[config.mk]
export PLATFORM = sky130hd
export DESIGN_NAME = sum_bcd_display_flat
export DESIGN_NICKNAME = d
export VERILOG_FILES = /design/src/rtl/sum_bcd_display_if.sv /design/src/rtl/sum_bcd_display.sv /design/src/flat_wrapper.sv
export SDC_FILE = /design/constraint.sdc
export NUM_CORES = 1
export LEC_CHECK = 0
export CORE_UTILIZATION = 54
export CTS_CLUSTER_SIZE = 20
export DETAILED_ROUTE_END_ITERATION = 8
export GPL_ROUTABILITY_DRIVEN = 0
export PLACE_DENSITY = 0.89
export SYNTH_ARGS = -nofsm -noshare
export SYNTH_HDL_FRONTEND = slang
export SYNTH_SLANG_ARGS = --single-unit
[constraint.sdc]
create_clock -name clk -period 2.7 [get_ports clk]
set_input_delay 0.81 -clock clk [delete_from_list [all_inputs] [get_ports clk]]
set_output_delay 0.81 -clock clk [all_outputs]
set_load 0.05 [all_outputs]
[src/rtl/sum_bcd_display_if.sv]
// Handshake and display bus between the adder stage and the BCD display converter.
// The slave side is the converter; the master side drives sums and watches the results.
interface sum_bcd_display_if #(
  parameter int IN_W   = 5,
  parameter int DIGITS = 2
);
  logic                  in_valid;
  logic                  in_ready;
  logic [IN_W-1:0]       sum_in;
  logic                  out_valid;
  logic                  busy;
  logic [4*DIGITS-1:0]   bcd_out;
  logic [7*DIGITS-1:0]   seg_out;

  modport master (
    output in_valid, sum_in,
    input  in_ready, out_valid, busy, bcd_out, seg_out
  );

  modport slave (
    input  in_valid, sum_in,
    output in_ready, out_valid, busy, bcd_out, seg_out
  );
endinterface

[src/rtl/sum_bcd_display.sv]
// Captures the adder sum, converts it to packed BCD with a bit-serial double-dabble FSM,
// and registers the BCD digits plus their 7-segment patterns for the board display.
module sum_bcd_display #(
  parameter int IN_W     = 5,
  parameter int DIGITS   = 2,
  parameter bit BLANK_LZ = 1'b1
) (
  input  logic             clk,
  input  logic             rst_n,
  sum_bcd_display_if.slave bus
);

  localparam int BCD_W = 4 * DIGITS;
  localparam int SEG_W = 7 * DIGITS;
  localparam int SH_W  = BCD_W + IN_W;
  localparam int CNT_W = $clog2(IN_W + 1);

  typedef enum logic [1:0] {
    S_IDLE = 2'd0,
    S_CONV = 2'd1,
    S_DONE = 2'd2
  } state_t;

  state_t             r_state;
  state_t             w_state_nxt;
  logic [SH_W-1:0]    r_shift;
  logic [SH_W-1:0]    w_shift_nxt;
  logic [SH_W-1:0]    w_adj;
  logic [CNT_W-1:0]   r_count;
  logic [CNT_W-1:0]   w_count_nxt;
  logic [BCD_W-1:0]   r_bcd;
  logic [BCD_W-1:0]   w_bcd_nxt;
  logic [SEG_W-1:0]   r_seg;
  logic [SEG_W-1:0]   w_seg_nxt;
  logic [SEG_W-1:0]   w_seg_dec;
  logic               r_out_valid;
  logic               w_out_valid_nxt;
  logic               r_in_ready;
  logic               r_busy;

  // Segment order {g,f,e,d,c,b,a}; non-decimal codes light nothing.
  function automatic logic [6:0] f_seg7(input logic [3:0] i_digit);
    logic [6:0] v_seg;
    case (i_digit)
      4'd0:    v_seg = 7'b0111111;
      4'd1:    v_seg = 7'b0000110;
      4'd2:    v_seg = 7'b1011011;
      4'd3:    v_seg = 7'b1001111;
      4'd4:    v_seg = 7'b1100110;
      4'd5:    v_seg = 7'b1101101;
      4'd6:    v_seg = 7'b1111101;
      4'd7:    v_seg = 7'b0000111;
      4'd8:    v_seg = 7'b1111111;
      4'd9:    v_seg = 7'b1101111;
      default: v_seg = 7'b0000000;
    endcase
    return v_seg;
  endfunction

  // Add-3 correction on every BCD digit, all judged on pre-adjust values.
  always_comb begin
    w_adj = r_shift;
    for (int k = 0; k < DIGITS; k++) begin
      if (r_shift[IN_W+4*k +: 4] >= 4'd5) begin
        w_adj[IN_W+4*k +: 4] = r_shift[IN_W+4*k +: 4] + 4'd3;
      end else begin
        w_adj[IN_W+4*k +: 4] = r_shift[IN_W+4*k +: 4];
      end
    end
  end

  // Decode the finished BCD field, blanking leading zeros above the ones digit.
  always_comb begin : seg_decode
    logic       v_lead;
    logic [3:0] v_digit;
    w_seg_dec = '0;
    v_lead    = 1'b1;
    v_digit   = 4'd0;
    for (int k = DIGITS - 1; k >= 0; k--) begin
      v_digit = r_shift[IN_W+4*k +: 4];
      if (v_digit != 4'd0) begin
        v_lead = 1'b0;
      end else begin
        v_lead = v_lead;
      end
      if (BLANK_LZ && v_lead && (k != 0)) begin
        w_seg_dec[7*k +: 7] = 7'b0000000;
      end else begin
        w_seg_dec[7*k +: 7] = f_seg7(v_digit);
      end
    end
  end

  // Next-state and datapath selection for the conversion FSM.
  always_comb begin
    w_state_nxt     = r_state;
    w_shift_nxt     = r_shift;
    w_count_nxt     = r_count;
    w_bcd_nxt       = r_bcd;
    w_seg_nxt       = r_seg;
    w_out_valid_nxt = 1'b0;
    case (r_state)
      S_IDLE: begin
        if (bus.in_valid) begin
          w_state_nxt = S_CONV;
          w_shift_nxt = {{BCD_W{1'b0}}, bus.sum_in};
          w_count_nxt = CNT_W'(IN_W);
        end else begin
          w_state_nxt = S_IDLE;
        end
      end
      S_CONV: begin
        w_shift_nxt = w_adj << 1;
        w_count_nxt = r_count - CNT_W'(1);
        if (r_count == CNT_W'(1)) begin
          w_state_nxt = S_DONE;
        end else begin
          w_state_nxt = S_CONV;
        end
      end
      S_DONE: begin
        w_state_nxt     = S_IDLE;
        w_bcd_nxt       = r_shift[SH_W-1:IN_W];
        w_seg_nxt       = w_seg_dec;
        w_out_valid_nxt = 1'b1;
      end
      default: begin
        w_state_nxt = S_IDLE;
      end
    endcase
  end

  // State and output registers; handshake flags follow the next state so they are registered.
  always_ff @(posedge clk) begin
    if (!rst_n) begin
      r_state     <= S_IDLE;
      r_shift     <= '0;
      r_count     <= '0;
      r_bcd       <= '0;
      r_seg       <= '0;
      r_out_valid <= 1'b0;
      r_in_ready  <= 1'b1;
      r_busy      <= 1'b0;
    end else begin
      r_state     <= w_state_nxt;
      r_shift     <= w_shift_nxt;
      r_count     <= w_count_nxt;
      r_bcd       <= w_bcd_nxt;
      r_seg       <= w_seg_nxt;
      r_out_valid <= w_out_valid_nxt;
      r_in_ready  <= (w_state_nxt == S_IDLE);
      r_busy      <= (w_state_nxt == S_CONV);
    end
  end

  assign bus.in_ready  = r_in_ready;
  assign bus.busy      = r_busy;
  assign bus.out_valid = r_out_valid;
  assign bus.bcd_out   = r_bcd;
  assign bus.seg_out   = r_seg;

endmodule

[src/flat_wrapper.sv]
// flat-port wrapper written by rule: the top's interface ports become plain ports
module sum_bcd_display_flat 
#(
  parameter int IN_W     = 5,
  parameter int DIGITS   = 2,
  parameter bit BLANK_LZ = 1'b1
)
  (clk, rst_n, bus_in_valid, bus_sum_in, bus_in_ready, bus_out_valid, bus_busy, bus_bcd_out, bus_seg_out);
  sum_bcd_display_if #(.IN_W(IN_W), .DIGITS(DIGITS)) bus_i ();
  input  logic clk;
  input  logic rst_n;
  input wire logic [$bits(bus_i.in_valid)-1:0] bus_in_valid;
  input wire logic [$bits(bus_i.sum_in)-1:0] bus_sum_in;
  output wire logic [$bits(bus_i.in_ready)-1:0] bus_in_ready;
  output wire logic [$bits(bus_i.out_valid)-1:0] bus_out_valid;
  output wire logic [$bits(bus_i.busy)-1:0] bus_busy;
  output wire logic [$bits(bus_i.bcd_out)-1:0] bus_bcd_out;
  output wire logic [$bits(bus_i.seg_out)-1:0] bus_seg_out;
  assign bus_i.in_valid = bus_in_valid;
  assign bus_i.sum_in = bus_sum_in;
  assign bus_in_ready = bus_i.in_ready;
  assign bus_out_valid = bus_i.out_valid;
  assign bus_busy = bus_i.busy;
  assign bus_bcd_out = bus_i.bcd_out;
  assign bus_seg_out = bus_i.seg_out;
  sum_bcd_display #(.IN_W(IN_W), .DIGITS(DIGITS), .BLANK_LZ(BLANK_LZ)) u_core (.clk(clk), .rst_n(rst_n), .bus(bus_i));
endmodule
# == Word-level counts from Yosys, hierarchy flattened ==
# Memories as Yosys holds them, arrays and structs flattened. A register that Yosys moved wholly into a read port is not among the register bits.
# Index checks and enable logic that the tools add are counted.
# classes
n_shift,0
magnitude_cmp,2
div,0
bitwise_logic,0
n_eq_ne,5
mul,0
mux,13
reduce_logical,6
n_addsub,3
# ops
operator,n
case mux 13 bit (2 select lines),1
2-to-1 mux 13 bit,1
2-to-1 mux 4 bit,3
"greater-or-equal comparator 4 x 3 -> 1 bit, second input constant",2
2-to-1 mux 7 bit,1
2-to-1 mux 3 bit,2
case mux 3 bit (2 select lines),1
"adder 4 x 2 -> 4 bit, second input constant",1
"== test 2 x 1 -> 1 bit, second input constant",2
logical NOT 2 bit,2
case mux 2 bit (2 select lines),1
nonzero test 4 bit,1
"adder 3 x 2 -> 3 bit, second input constant",1
"== test 3 x 1 -> 1 bit, second input constant",1
"subtractor 3 x 1 -> 3 bit, second input constant",1
"== test 2 bit, second input constant",1
2-to-1 mux 1 bit,2
2-to-1 mux 2 bit,1
"inequality test 2 bit, second input constant",1
AND reduction 2 bit,1
nonzero test 2 bit,1
logical NOT 1 bit,1
# word_totals
mem_bits_rw,0
romBits,224
mem_count,2
wordCells,39
latchBits,0
ff_bits,43
# mem_list
memory,depth,word_bits,rd,rd_ports_with_merged_regs,write_ports,line,source
(name not given),16,7,1,1,0,sum_bcd_display.sv:44,case (i_digit)
(name not given),16,7,1,1,0,sum_bcd_display.sv:44,

# == Depth between registers and ports, before layout ==
# Gate-level depths: netlist of the first run.
# logic_depth
word_depth,5
mapped_depth,12
depth_no_buf,11

# == Least setup slack after synthesis of the first run ==
# OpenSTA, ideal clock, no wires.
# synth_timing
path_type,register -> register
from,register u_core.r_shift[10]
to,register (tool-made name)
stages_incl_launch_ff,12
t_required_ns,2.580
slack_ns,0.315
arrival_ns,2.265
cell_sequence,dfxtp_1 -> inv_1 -> ha_1 -> nand2b_1 -> a2111oi_2 -> nor3_4 -> nor2_1 -> inv_1 -> ha_1 -> nand2_1 -> o21ai_1 -> a211o_1
# synth_lines
element,line,source
"start, declared",sum_bcd_display.sv:26,logic [SH_W-1:0] r_shift;
"start signal, assigned",sum_bcd_display.sv:146,r_shift <= w_shift_nxt;

==> impl_metrics.json, run 1 <==
{
  "outcome": "complete, no violations",
  "worstPathRequired_ps": 2890,
  "critPathLaunchType": "register",
  "fmax_ghz": 0.404,
  "period_minus_slack_ps": 2480,
  "vias": 2045,
  "vdd_ir_drop_max_uv": 421,
  "p_leak_nw": 1.14,
  "antenna_found_initial": 0,
  "critical_path_arrival_ps": 2670,
  "via_per_inst": 5.71,
  "n_antenna_cell": 0,
  "power_density_nw_per_um2": 524,
  "hold_violations": 0,
  "final-setup-viol-count": 0,
  "hold_class": "register to register",
  "synthFlopType": "dfxtp_1",
  "first_global_vias": 1902,
  "critical-path-max-stage-delay_ps": 440,
  "syn_to_final_growth_pct": 23.9,
  "ys_seq_area_frac": 0.418,
  "hpwl_mm": 3.62,
  "worstSetupEndpointType": "register",
  "syn_avg_cell_area_um2": 8.91,
  "crit_fanout": 5,
  "p_switching_uw": 347,
  "slowest_stage": "dfxtp_1",
  "grt_pass1_wl_mm": 9.06,
  "path_clk_slew_ps": 90,
  "port_buffers": 32,
  "synth_warnings": 0,
  "p_int_mw": 1.21,
  "holdWs_ps": 455,
  "final_common_cell": "dfxtp_1",
  "p_seq_frac": 0.498,
  "core_area_um2": 4140,
  "worstReg2RegStart": "u_core.r_shift[10]",
  "pwr-share-comb": 0.095,
  "pwr-share-clk": 0.407,
  "drtPass1Iterations": 4,
  "syn-cell-area_um2": 2400,
  "ys_ff_latch": 50,
  "drc": 0,
  "tightest_slew_ps": 556,
  "rr_worst_depth": 11,
  "clock_path_buffers": 2,
  "die-area_um2": 4710,
  "fin_nets": 331,
  "r2r_slack_ps": 220,
  "tns_ps": 0,
  "drt_iter0_markers": 183,
  "start_util": 0.579,
  "startpoint": "u_core.r_shift[10]",
  "cpLargestDelayFamily": "compound AO/OA/AOI/OAI gates",
  "sw_frac_of_total": 0.223,
  "yosysTopAreaCell": "dfxtp_1",
  "synth_area_leaders": "dfxtp_1 42%, ha_1 8.4%, nor2_1 5.2%",
  "num_io_pins": 33,
  "cts_tree": "done",
  "path_cells": "inv_1 -> ha_1 -> nand2b_2 -> a2111oi_4 -> nor3_4 -> nor2_1 -> inv_1 -> ha_1 -> nand2_1 -> o21ai_1 -> a211o_1",
  "fp.dieW_um": 68.6,
  "clock_skew_ps": 5.49,
  "crit_cells": 11,
  "rows": 23,
  "grt_use_total": 0.262,
  "drive_above_1_share": 0.130,
  "crit_buf_inv": 2,
  "grt_overflow": 0,
  "slew-limit-headroom": 0.629,
  "rsz0062_at_grt": "no",
  "antenna_left": 0,
  "final_cell_mix": "50 x dfxtp_1, 33 x nor2_1, 32 x nand2_1, 32 x clkdlybuf4s50_1, 23 x a21oi_1",
  "grt_max_degree": 35,
  "die_h_um": 68.6,
  "wl_per_cell_um": 14.8,
  "post-route-period-util": 0.917,
  "syn_nets": 293,
  "synth_edf_count": 0,
  "post_cts.repair.setup_buffers": 0,
  "drv_slew": 0,
  "htreeDepth": 2,
  "clock-root-buffer": "clkbuf_8",
  "cts_buffers": 5,
  "crit_type": "register to register",
  "synth_cell_types": 53,
  "hold_buffers": 0,
  "synthCells": 269,
  "cap_violations": 0,
  "ctsResizeCount": 0,
  "clock-sinks": 50,
  "clk_latency_ps": 300,
  "wirelength_mm": 5.30,
  "yosysTopAreaCellShare": 0.418,
  "synthArstFlopShare": 0
}
## area by class of cell
class | count | area, µm²
fill | 332 | 1170
clock buffer | 6 | 82.6
sequential | 50 | 1000
multi-input combinational | 187 | 1260
timing repair buffer | 49 | 448
clock inverter | 2 | 60.1
tap | 50 | 62.6
inverter | 14 | 55.1
## power by group through the flow
stage                     registers (mW)  clock network [mW]  logic [mW]
after floorplan                    0.807                   0      0.0850
after global placement             0.790                   0       0.142
after detailed placement           0.791                   0       0.146
after CTS                          0.774               0.644       0.147
after global routing               0.777               0.679       0.164
final                              0.774               0.633       0.148
## cell usage after synthesis (4+ instances only)
| cell type | n |
|---|---|
| nand2_1 | 32 |
| nor2_1 | 33 |
| a311oi_1 | 4 |
| a22oi_1 | 11 |
| a21oi_1 | 23 |
| inv_1 | 13 |
| dfxtp_1 | 50 |
| ha_1 | 16 |
| o21ai_1 | 5 |
| o21ai_0 | 7 |
| clkbuf_1 | 11 |
| buf_2 | 4 |
## worst min-delay path, stage by stage, from the launching register on
cell	delay [ps]
dfxtp_1	310
nand2_1	50
a21oi_1	50
## cells by family (layout without fill, tap and decap cells)
family	after synthesis	after routing	share of synthesized area
XOR/XNOR	2	2	0.00731
buffers and inverters	32	71	0.0626
AO/OA/AOI/OAI	77	77	0.236
multiplexers	3	3	0.0130
AND/OR/NAND/NOR	89	89	0.180
adder cells (fa/ha/maj)	16	16	0.0835
flip-flops	50	50	0.418
## worst min path at each step
stage,startpoint,to,slack (ps),cells past startpoint
after floorplan,register,u_core.bus.seg_out[10],440,2
after global placement,u_core.bus.bcd_out[3],u_core.bus.bcd_out[3],440,2
final,u_core.bus.bcd_out[3],u_core.bus.bcd_out[3],450,2
after global routing,u_core.bus.bcd_out[5],u_core.bus.bcd_out[5],480,2
after detailed placement,u_core.bus.bcd_out[3],u_core.bus.bcd_out[3],450,2
after CTS,u_core.bus.bcd_out[3],u_core.bus.bcd_out[3],460,2
## metrics by stage
stage               worst slack (ps)   util  instances  power [mW]  instance area, µm²
finish                           225  0.717        358        1.56                2970
global route                    78.9  0.717        358        1.62                2970
CTS                              139  0.713        358        1.56                2960
detailed placement              5.27  0.679        350       0.937                2810
global placement                88.8  0.679        350       0.932                2810
floorplan                        315      -        269       0.892                2400
## routing by layer
| layer | track usage | vias up | wire length [µm] | share of wire |
|---|---|---|---|---|
| li1 | - | 1016 | - | - |
| met1 | 0.330 | 967 | 2410 | 0.45 |
| met2 | 0.434 | 50 | 2590 | 0.49 |
| met3 | 0.0592 | 12 | 212 | 0.040 |
| met4 | 0.0990 | 0 | 85 | 0.016 |
| met5 | 0 | - | 0 | 0 |
(Power assumes the default switching activity.)
==> run 2, diff against run 1 <==
- SETUP_SLACK_MARGIN: default -> 0.05
- SLEW_MARGIN: default -> 25
- clock period: 2.7 -> 2.8 ns (I/O delays scaled with it)
==> run 2 against run 1 <==
  * Global-route usage decreased by 1.2 points
  * Design area fell by 2.0%
  * Core utilization decreased by 1.4 points
  * Power down 9.2%
  * Sequential power decreased by 3.6%
  * Clock power decreased by 17%
  * Wire length shrank 2.1%
  * Setup slack gained 47 ps
  * Count of clock-buffer cells in the layout is 1 lower
  * Cell count down 0.56%
  * Sequential share of layout area grew 0.68 points
  * Largest cell class unchanged
  * Largest power group unchanged
==> impl_metrics.json, run 2 (synthesis results as in run 1) <==
{
  "hpwl_mm": 3.62,
  "worstPathRequired_ps": 3020,
  "p_switching_uw": 361,
  "crit_cells": 9,
  "path_cells": "inv_1 -> ha_1 -> nand2b_1 -> a2111oi_2 -> nor3_4 -> nor2_1 -> inv_1 -> ha_1 -> o31ai_1",
  "clock-root-buffer": "clkbuf_8",
  "hold_buffers": 0,
  "critPathLaunchType": "register",
  "core_area_um2": 4140,
  "hold-path-cell-count": 2,
  "n_fill_cell": 321,
  "drtPass1Iterations": 4,
  "grt_max_degree": 35,
  "p_seq_frac": 0.528,
  "antenna_left": 0,
  "critical-path-max-stage-delay_ps": 500,
  "drt_iter0_markers": 139,
  "clock-sinks": 50,
  "multi_input_area_um2": 1250,
  "slowest_stage": "a2111oi_2",
  "placedCellCount": 348,
  "die-area_um2": 4710,
  "grt_use_total": 0.250,
  "port_buffers": 32,
  "critical_path_arrival_ps": 2750,
  "fp.dieW_um": 68.6,
  "period_minus_slack_ps": 2530,
  "cpLargestDelayFamily": "compound AO/OA/AOI/OAI gates",
  "die_h_um": 68.6,
  "vdd_ir_drop_max_uv": 366,
  "rows": 23,
  "post-route-period-util": 0.903,
  "wirelength_mm": 5.19,
  "hold_violations": 0,
  "hold_class": "register to register",
  "outcome": "complete, no violations",
  "tns_ps": 0,
  "crit_buf_inv": 2,
  "start_util": 0.579,
  "final_cell_mix": "50 x dfxtp_1, 33 x nor2_1, 32 x nand2_1, 32 x clkdlybuf4s50_1, 23 x a21oi_1",
  "vias": 2024,
  "slew-limit-headroom": 0.639,
  "ctsResizeCount": 0,
  "r2r_slack_ps": 270,
  "cts_tree": "done",
  "power_density_nw_per_um2": 485,
  "crit_type": "register to register",
  "fin_cells": 356,
  "drv_slew": 0,
  "clk_latency_ps": 320,
  "wl_per_cell_um": 14.6,
  "htreeDepth": 2,
  "worstSetupEndpointType": "register",
  "grt_overflow": 0,
  "worstReg2RegStart": "u_core.r_shift[10]",
  "post_cts.repair.setup_buffers": 0,
  "final-setup-viol-count": 0,
  "post-route-util": 0.703,
  "path_clk_slew_ps": 90,
  "sw_frac_of_total": 0.256,
  "fin_nets": 329,
  "pwr-share-clk": 0.371,
  "first_global_vias": 1862,
  "final_common_cell": "dfxtp_1",
  "holdPathEnd": "u_core.bus.bcd_out[2]",
  "cts_buffers": 5,
  "fin_total_pwr_mw": 1.41,
  "p_int_mw": 1.05,
  "drive_above_1_share": 0.121,
  "drc": 0,
  "p_leak_nw": 1.11,
  "via_per_inst": 5.69,
  "n_antenna_cell": 0,
  "fmax_ghz": 0.396,
  "clock_path_buffers": 2,
  "min_from": "u_core.bus.bcd_out[2]",
  "syn_to_final_growth_pct": 21.5,
  "tightest_slew_ps": 542,
  "grt_pass1_wl_mm": 8.56,
  "antenna_found_initial": 0,
  "crit_fanout": 5,
  "rsz0062_at_grt": "no",
  "cap_violations": 0,
  "register_area_um2": 1000,
  "pwr-share-comb": 0.100,
  "num_io_pins": 33,
  "clock_skew_ps": 5.52,
  "rr_worst_depth": 9
}
## run 2: changes by cell type in the layout (fill, tap and decap cells not counted), sizes merged
cell / previous run / this run
clkbuf: 6 / 5
clkinvlp: 0 / 2
buf: 17 / 15
bufinv: 2 / 1
## run 2: tightest hold or removal path, cell delays in order (launching register included)
cell	delay, ps
dfxtp_1	320
nand2_1	50
a21oi_1	50
## run 2: worst max path at each step
| stage | start | end | slack [ps] |
|---|---|---|---|
| 3_5_place_dp | bus_in_valid | register | 80 |
| 4_1_cts | u_core.r_shift[10] | register | 300 |
| 5_1_grt | u_core.r_shift[10] | register | 160 |
| 6_report | u_core.r_shift[10] | register | 270 |
| 2_1_floorplan | bus_in_valid | register | 410 |
| 3_3_place_gp | bus_in_valid | register | 160 |
## run 2: power groups by stage
stage | combinational (mW) | clock [mW] | sequential (mW)
3_3_place_gp | 0.137 | 0 | 0.762
6_report | 0.142 | 0.524 | 0.746
2_1_floorplan | 0.0820 | 0 | 0.778
4_1_cts | 0.142 | 0.528 | 0.746
3_5_place_dp | 0.141 | 0 | 0.763
5_1_grt | 0.156 | 0.563 | 0.749
## run 2: per-layer routing
| layer | wire length (µm) | global-route usage |
|---|---|---|
| met1 | 2380 | 0.322 |
| met2 | 2480 | 0.387 |
| met3 | 246 | 0.0674 |
| met4 | 82 | 0.115 |
| met5 | 0 | 0 |
## run 2: cell type report
type	count	area share
Clock buffer	5	0.0236
Clock inverter	3	0.0155
Tap cell	50	0.0215
Timing Repair Buffer	47	0.149
Sequential cell	50	0.344
Inverter	14	0.0189
Multi-Input combinational cell	187	0.428
## run 2: per-stage QoR
step | setup WS (ps) | area (µm²) | hold slack [ps]
floorplan | 413 | 2400 | 443
global placement | 158 | 2800 | 441
detailed placement | 78.3 | 2800 | 449
CTS | 301 | 2910 | 462
global route | 159 | 2910 | 492
finish | 272 | 2910 | 461
